**config.mk**
```make
export PLATFORM = sky130hd
export DESIGN_NAME = mode_manager
export DESIGN_NICKNAME = d
export VERILOG_FILES = /design/src/rtl/mode_manager_pkg.sv /design/src/rtl/mode_manager_timer.sv /design/src/rtl/mode_manager.sv
export SDC_FILE = /design/constraint.sdc
export NUM_CORES = 1
export LEC_CHECK = 0
export CAP_MARGIN = 20
export CORE_ASPECT_RATIO = 0.7
export CORE_MARGIN = 4
export CORE_UTILIZATION = 36
export CTS_BUF_LIST = sky130_fd_sc_hd__clkbuf_4
export CTS_CLUSTER_DIAMETER = 150
export DETAILED_ROUTE_END_ITERATION = 8
export HOLD_SLACK_MARGIN = 0.05
export PLACE_DENSITY_LB_ADDON = 0.05
export SLEW_MARGIN = 0
export SYNTH_ARGS = -nofsm -noshare
export SYNTH_HDL_FRONTEND = slang
export SYNTH_SLANG_ARGS = --single-unit
```
**constraint.sdc**
```tcl
create_clock -name clk -period 7.5 [get_ports clk]
set_input_delay 1.125 -clock clk [delete_from_list [all_inputs] [get_ports clk]]
set_output_delay 1.125 -clock clk [all_outputs]
set_load 0.01 [all_outputs]
```
**src/rtl/mode_manager_pkg.sv**
```systemverilog
// Shared definitions for the mode controller: mode codes, FSM state encodings
// and default parameter values.
package mode_manager_pkg;

   localparam logic [3:0] SPECTRUM  = 4'd0;
   localparam logic [3:0] WAVEFORM  = 4'd1;
   localparam logic [3:0] VOLUME    = 4'd2;
   localparam logic [3:0] EQUALIZER = 4'd3;
   localparam logic [3:0] BALANCE   = 4'd4;
   localparam logic [3:0] LIGHTS    = 4'd5;
   localparam logic [3:0] CLOCK     = 4'd6;
   localparam logic [3:0] ALARM     = 4'd7;
   localparam logic [3:0] PRESET    = 4'd8;
   localparam logic [3:0] CONFIG    = 4'd9;

   localparam logic [1:0] ST_IDLE    = 2'd0;
   localparam logic [1:0] ST_PREVIEW = 2'd1;
   localparam logic [1:0] ST_SWITCH  = 2'd2;

   localparam int DEF_NUM_MODES       = 10;
   localparam int DEF_KEY_W           = 16;
   localparam int DEF_MODE_W          = 4;
   localparam int DEF_DEFAULT_MODE    = 0;
   localparam int DEF_WRAP            = 1;
   localparam int DEF_PREVIEW_TIMEOUT = 1000000;
   localparam int DEF_ACK_TIMEOUT     = 4096;

endpackage

```
**src/rtl/mode_manager_timer.sv**
```systemverilog
// Loadable down-counter; expired is high during the LIMIT-th enabled cycle
// after the last clear. LIMIT = 0 never expires.
module mode_timer #(
   parameter int LIMIT = 16
) (
   input  logic clk,
   input  logic rst_n,
   input  logic clear,
   input  logic enable,
   output logic expired
);

   localparam int            CW   = (LIMIT > 0) ? $clog2(LIMIT + 1) : 1;
   localparam logic [CW-1:0] LOAD = CW'(LIMIT);
   localparam logic [CW-1:0] ONE  = CW'(1);

   logic [CW-1:0] count_reg;

   always_ff @(posedge clk or negedge rst_n) begin
      if (!rst_n)
         count_reg <= LOAD;
      else if (clear)
         count_reg <= LOAD;
      else if (enable && (count_reg != '0))
         count_reg <= count_reg - ONE;
   end

   assign expired = (LIMIT != 0) && enable && !clear && (count_reg == ONE);

endmodule

```
**src/rtl/mode_manager.sv**
```systemverilog
// System mode controller: keypad/encoder selection with preview, and a
// request/acknowledge handshake (with optional forced commit) on every switch.
module mode_manager
   import mode_manager_pkg::*;
#(
   parameter int NUM_MODES       = DEF_NUM_MODES,
   parameter int KEY_W           = DEF_KEY_W,
   parameter int MODE_W          = DEF_MODE_W,
   parameter int DEFAULT_MODE    = DEF_DEFAULT_MODE,
   parameter int WRAP            = DEF_WRAP,
   parameter int PREVIEW_TIMEOUT = DEF_PREVIEW_TIMEOUT,
   parameter int ACK_TIMEOUT     = DEF_ACK_TIMEOUT
) (
   input  logic              clk,
   input  logic              rst_n,
   input  logic [KEY_W-1:0]  key_pulse,
   input  logic              enc_left,
   input  logic              enc_right,
   input  logic              enc_press,
   input  logic              mode_lock,
   input  logic              mode_ack,
   output logic [MODE_W-1:0] current_mode,
   output logic [MODE_W-1:0] preview_mode,
   output logic              previewing,
   output logic              mode_req,
   output logic [MODE_W-1:0] target_mode,
   output logic              mode_change,
   output logic              ack_timeout
);

   localparam logic [MODE_W-1:0] RESET_MODE = MODE_W'(DEFAULT_MODE);
   localparam logic [MODE_W-1:0] LAST_MODE  = MODE_W'(NUM_MODES - 1);
   localparam logic [MODE_W-1:0] MODE_ONE   = MODE_W'(1);

   logic [1:0]        state_reg, state_next;
   logic [MODE_W-1:0] current_reg, current_next;
   logic [MODE_W-1:0] preview_reg, preview_next;
   logic [MODE_W-1:0] target_reg, target_next;
   logic              change_reg, change_next;
   logic              timeout_reg, timeout_next;

   logic              key_hit, key_valid;
   logic [MODE_W-1:0] key_mode;
   logic              enc_step;
   logic [MODE_W-1:0] step_base, step_mode;
   logic              preview_expired, ack_expired;

   // Only a lone pulse on an in-range bit counts as a key press.
   always_comb begin
      key_hit  = 1'b0;
      key_mode = '0;
      for (int i = 0; i < NUM_MODES; i++) begin
         if (key_pulse[i]) begin
            key_hit  = 1'b1;
            key_mode = MODE_W'(i);
         end
      end
      key_valid = key_hit && $onehot(key_pulse);
   end

   assign enc_step = enc_left ^ enc_right;

   always_comb begin
      step_base = (state_reg == ST_PREVIEW) ? preview_reg : current_reg;
      step_mode = step_base;
      if (enc_right) begin
         if (step_base == LAST_MODE)
            step_mode = (WRAP != 0) ? '0 : LAST_MODE;
         else
            step_mode = step_base + MODE_ONE;
      end else begin
         if (step_base == '0)
            step_mode = (WRAP != 0) ? LAST_MODE : '0;
         else
            step_mode = step_base - MODE_ONE;
      end
   end

   mode_timer #(.LIMIT(PREVIEW_TIMEOUT)) u_preview_timer (
      .clk     (clk),
      .rst_n   (rst_n),
      .clear   ((state_reg != ST_PREVIEW) || enc_step),
      .enable  (state_reg == ST_PREVIEW),
      .expired (preview_expired)
   );

   mode_timer #(.LIMIT(ACK_TIMEOUT)) u_ack_timer (
      .clk     (clk),
      .rst_n   (rst_n),
      .clear   (state_reg != ST_SWITCH),
      .enable  (state_reg == ST_SWITCH),
      .expired (ack_expired)
   );

   always_comb begin
      state_next   = state_reg;
      current_next = current_reg;
      preview_next = preview_reg;
      target_next  = target_reg;
      change_next  = 1'b0;
      timeout_next = 1'b0;
      case (state_reg)
         ST_IDLE: begin
            if (!mode_lock) begin
               if (key_valid) begin
                  if (key_mode != current_reg) begin
                     target_next = key_mode;
                     state_next  = ST_SWITCH;
                  end
               end else if (enc_step) begin
                  preview_next = step_mode;
                  state_next   = ST_PREVIEW;
               end
            end
         end
         ST_PREVIEW: begin
            if (mode_lock) begin
               preview_next = current_reg;
               state_next   = ST_IDLE;
            end else if (key_valid) begin
               preview_next = current_reg;
               if (key_mode == current_reg) begin
                  state_next = ST_IDLE;
               end else begin
                  target_next = key_mode;
                  state_next  = ST_SWITCH;
               end
            end else if (enc_press) begin
               if (preview_reg == current_reg) begin
                  state_next = ST_IDLE;
               end else begin
                  target_next = preview_reg;
                  state_next  = ST_SWITCH;
               end
            end else if (enc_step) begin
               preview_next = step_mode;
            end else if (preview_expired) begin
               preview_next = current_reg;
               state_next   = ST_IDLE;
            end
         end
         ST_SWITCH: begin
            // An ack in the same cycle as the timeout is a normal commit.
            if (mode_ack || ack_expired) begin
               current_next = target_reg;
               preview_next = target_reg;
               change_next  = 1'b1;
               timeout_next = !mode_ack;
               state_next   = ST_IDLE;
            end
         end
         default: begin
            state_next = ST_IDLE;
         end
      endcase
   end

   always_ff @(posedge clk or negedge rst_n) begin
      if (!rst_n) begin
         state_reg   <= ST_IDLE;
         current_reg <= RESET_MODE;
         preview_reg <= RESET_MODE;
         target_reg  <= RESET_MODE;
         change_reg  <= 1'b0;
         timeout_reg <= 1'b0;
      end else begin
         state_reg   <= state_next;
         current_reg <= current_next;
         preview_reg <= preview_next;
         target_reg  <= target_next;
         change_reg  <= change_next;
         timeout_reg <= timeout_next;
      end
   end

   assign current_mode = current_reg;
   assign preview_mode = preview_reg;
   assign target_mode  = target_reg;
   assign previewing   = (state_reg == ST_PREVIEW);
   assign mode_req     = (state_reg == ST_SWITCH);
   assign mode_change  = change_reg;
   assign ack_timeout  = timeout_reg;

endmodule

```
==> impl_metrics.csv <==
group,metric,value,unit
status,status,"completed",
clock_network,hold_buffers,0,
die,die_h,90.0,um
timing,fin_skew,0.0167,ns
timing,final_hold_viol_count,0,
pwr,p_leak,1.77,nW
critical_path,r2r_setup_slack,4.83,ns
timing,setup_viol,0,
synthesis,syn-cell-area,0.00346,mm2
clock_network,clkTransAtPathRegs,0.16,ns
die,fp.coreArea,0.00922,mm2
synthesis,synth_cells,386,
die,rows,29,
synthesis,synth.ff_latch_count,49,
detailed_routing,first_iter_violations,164,
synthesis,ys_warn_count,0,
detailed_routing,wl_per_cell,15.2,um
die,die_x,125,um
clock_network,post_cts_resized,0,
worst_hold_path,holdPathStages,2,
detailed_routing,avgViaCountPerCell,5.22,
timing,clock.fmax,0.162,GHz
critical_path,crit_chain,"clkdlybuf4s50_1 > inv_1 > fa_1 > inv_1 > fa_1 > fa_1 > inv_1 > fa_1 > inv_1 > ha_1 > fa_1 > or4b_1 > a21oi_1 > nand3_1 > a31oi_1 > a211oi_1 > a311o_1 > mux2_2",
critical_path,path_max_fanout,8,
layout,largest_reg_flops,20,
worst_hold_path,hold_path.class,"flip-flop to flip-flop",
clock_network,cts_root_buffer,"clkbuf_4",
placement,io_buffers,38,
timing,worstMarginPinSlew,0.785,ns
timing,setup_tns,0,ns
clock_network,clk_path_buf_depth,2,
critical_path,slowest_delay,0.57,ns
synthesis,async_reset_ff_share,100,%
die,num_io_pins,39,
layout,nNetsFinal,467,
timing,max-slew-margin-rel,47.3,%
timing,hold_slack,0.520,ns
critical_path,reg2reg_depth,7,
detailed_routing,drc_errors,0,
layout,multi_input_area,0.00203,mm2
synthesis,syn_nets,433,
synthesis,synth_ff_type,"dfrtp_1",
critical_path,start_kind,"primary input",
die,die-area,0.0113,mm2
synthesis,synth_edf_count,0,
pwr,powerDensity,385,mW/mm2
timing,period_share,82.5,%
clock_network,htree_levels,2,
clock_network,cts_sinks,49,
die,start_util,37.6,%
detailed_routing,ant_nets,0,
critical_path,cp.arrival,6.47,ns
global_routing,grt_overflow,0,
timing,finalMaxSlewViolations,0,
pwr,finalPower,0.00155,W
global_routing,grt_max_degree,50,
global_routing,grt_pass1_vias,2757,
synthesis,avgSynthCellArea,8.97,um2
layout,layout-drive-gt1-share,8.79,%
layout,register_area,0.00124,mm2
job,cap_viol_max_count,0,
pwr,peakVddDrop,0.000155,V
placement,hpwlAfterDp,6.24,mm
layout,nFillCells,939,
clock_network,postCtsSetupBuffers,0,
detailed_routing,dr.pass1.iters,4,
detailed_routing,wirelength,8.30,mm
critical_path,critical_path_required,7.78,ns
global_routing,antenna_found_initial,0,
synthesis,ys_seq_area_share,35.7,%
synthesis,synthDistinctLibCells,62,
placement,placed_cells,537,
timing,finalCriticalPeriod,6.19,ns
layout,antenna_cells,0,
layout,stdcell_count,545,
placement,gp_congestion,0.800,
clock_network,clock_latency,0.39,ns
critical_path,path_class,"primary input to flip-flop",
timing,rsz0062_at_grt,"no",
global_routing,globalRouteTotalUtil,15.2,%
layout,area_growth,16.8,%
layout,finish.instance_area,0.00404,mm2
critical_path,cp_common_cell,"fa_1",
placement,place_area,0.00396,mm2
critical_path,cp-end-kind,"flip-flop",
critical_path,crit_slowest_cell,"clkdlybuf4s50_1",
global_routing,grt_pass1_wl,14.1,mm
clock_network,cts_tree,"done",
clock_network,cts_buffers,5,
detailed_routing,vias,2843,
path summary, 6_finish.rpt:
kind | start | end
worst max-delay path | key_pulse[9] | preview_mode[1]
worst min-delay path | u_ack_timer.count_reg[12] | u_ack_timer.count_reg[12]
worst max register to register | u_preview_timer.count_reg[4] | u_preview_timer.count_reg[5]
worst min register to register | u_ack_timer.count_reg[12] | u_ack_timer.count_reg[12]
max in group asynchronous | rst_n | current_mode[2]
min in group asynchronous | rst_n | u_ack_timer.count_reg[5]
where the power goes:
part           internal [W]  total [W]  switching (W)  leakage, nW
sequential         0.000345   0.000467       0.000122        0.629
combinational      0.000424   0.000920       0.000496         1.09
clock             0.0000747   0.000168      0.0000930       0.0459
layer usage:
| metal | vias to the layer above | track usage (%) | share of wire, % |
|---|---|---|---|
| li1 | 1429 | - | - |
| met1 | 1362 | 24.3 | 56 |
| met2 | 44 | 20.0 | 40 |
| met3 | 8 | 3.08 | 3.6 |
| met4 | 0 | 4.33 | 0.98 |
| met5 | - | 0 | 0 |
synth_stat cells (2+ instances only):
library cell | count | share of area [%]
dfrtp_1 | 41 | 30
inv_1 | 37 | 4.0
nor2_1 | 35 | 3.8
nand2_1 | 34 | 3.7
nor3_1 | 21 | 3.0
a21oi_1 | 17 | 2.5
xnor2_1 | 16 | 4.0
ha_1 | 14 | 5.1
xor2_1 | 14 | 3.5
nor4_1 | 12 | 2.2
clkbuf_1 | 11 | 1.2
fa_1 | 10 | 5.8
o21ai_0 | 10 | 1.4
mux2_2 | 9 | 2.9
nand3_1 | 9 | 1.3
dfstp_2 | 8 | 6.1
and2_1 | 7 | 1.3
or3_1 | 7 | 1.3
or4_1 | 5 | 1.1
a31oi_1 | 4 | 0.72
and3_1 | 4 | 0.72
nor2b_1 | 4 | 0.72
a211oi_1 | 3 | 0.65
a311o_1 | 3 | 0.87
mux2i_1 | 3 | 0.87
nand2b_1 | 3 | 0.54
o31ai_1 | 3 | 0.65
a2111o_1 | 2 | 0.65
a211o_1 | 2 | 0.51
a21boi_0 | 2 | 0.43
a31o_2 | 2 | 0.51
nor3b_1 | 2 | 0.43
nor4b_1 | 2 | 0.51
o41ai_1 | 2 | 0.51
through the flow:
step           utilization (%)  worst slack (ns)
3_5_place_dp              43.0             0.903
5_1_grt                   43.9              1.03
4_1_cts                   43.9              1.34
6_report                  43.9              1.31
3_3_place_gp              43.0              1.02
2_1_floorplan                -              1.76
final cells by class:
cell class | instances | share of cell area, %
multi-input cells | 286 | 50.2
flip-flops and latches | 49 | 30.6
repair buffers | 41 | 9.84
well taps | 124 | 3.84
inverters | 37 | 3.44
clock buffers | 6 | 1.11
clock inverters | 2 | 0.959
logic make-up after synthesis:
kind of cell | after synthesis | share of synthesized area [%]
compound gates | 65 | 13.3
xor+xnor | 30 | 7.59
fa+ha+maj | 24 | 10.8
buf+inv | 51 | 5.60
flops | 49 | 35.7
mux | 12 | 3.80
simple gates | 155 | 23.1
critical path, delay by kind of cell:
kind | cells | cell delay, ns
compound gates | 4 | 0.97
fa+ha+maj | 6 | 2.52
buf+inv | 5 | 0.80
mux | 1 | 0.25
simple gates | 2 | 0.80
cells in the final DEF (no fill, tap or decap), types with 5 or more instances in the layout:
| master | instances |
|---|---|
| nand2_1 | 34 |
| nor3_1 | 21 |
| fa_1 | 10 |
| nor2_1 | 35 |
| dfrtp_1 | 41 |
| clkdlybuf4s50_1 | 37 |
| or4_1 | 5 |
| dfstp_2 | 8 |
| xnor2_1 | 16 |
| a21oi_1 | 17 |
| ha_1 | 14 |
| nand3_1 | 9 |
| and2_1 | 7 |
| clkbuf_4 | 6 |
| mux2_2 | 9 |
| nor4_1 | 12 |
| xor2_1 | 14 |
| o21ai_0 | 10 |
| or3_1 | 7 |
| inv_1 | 37 |
Note: power is estimated with default switching activity, not from simulation.
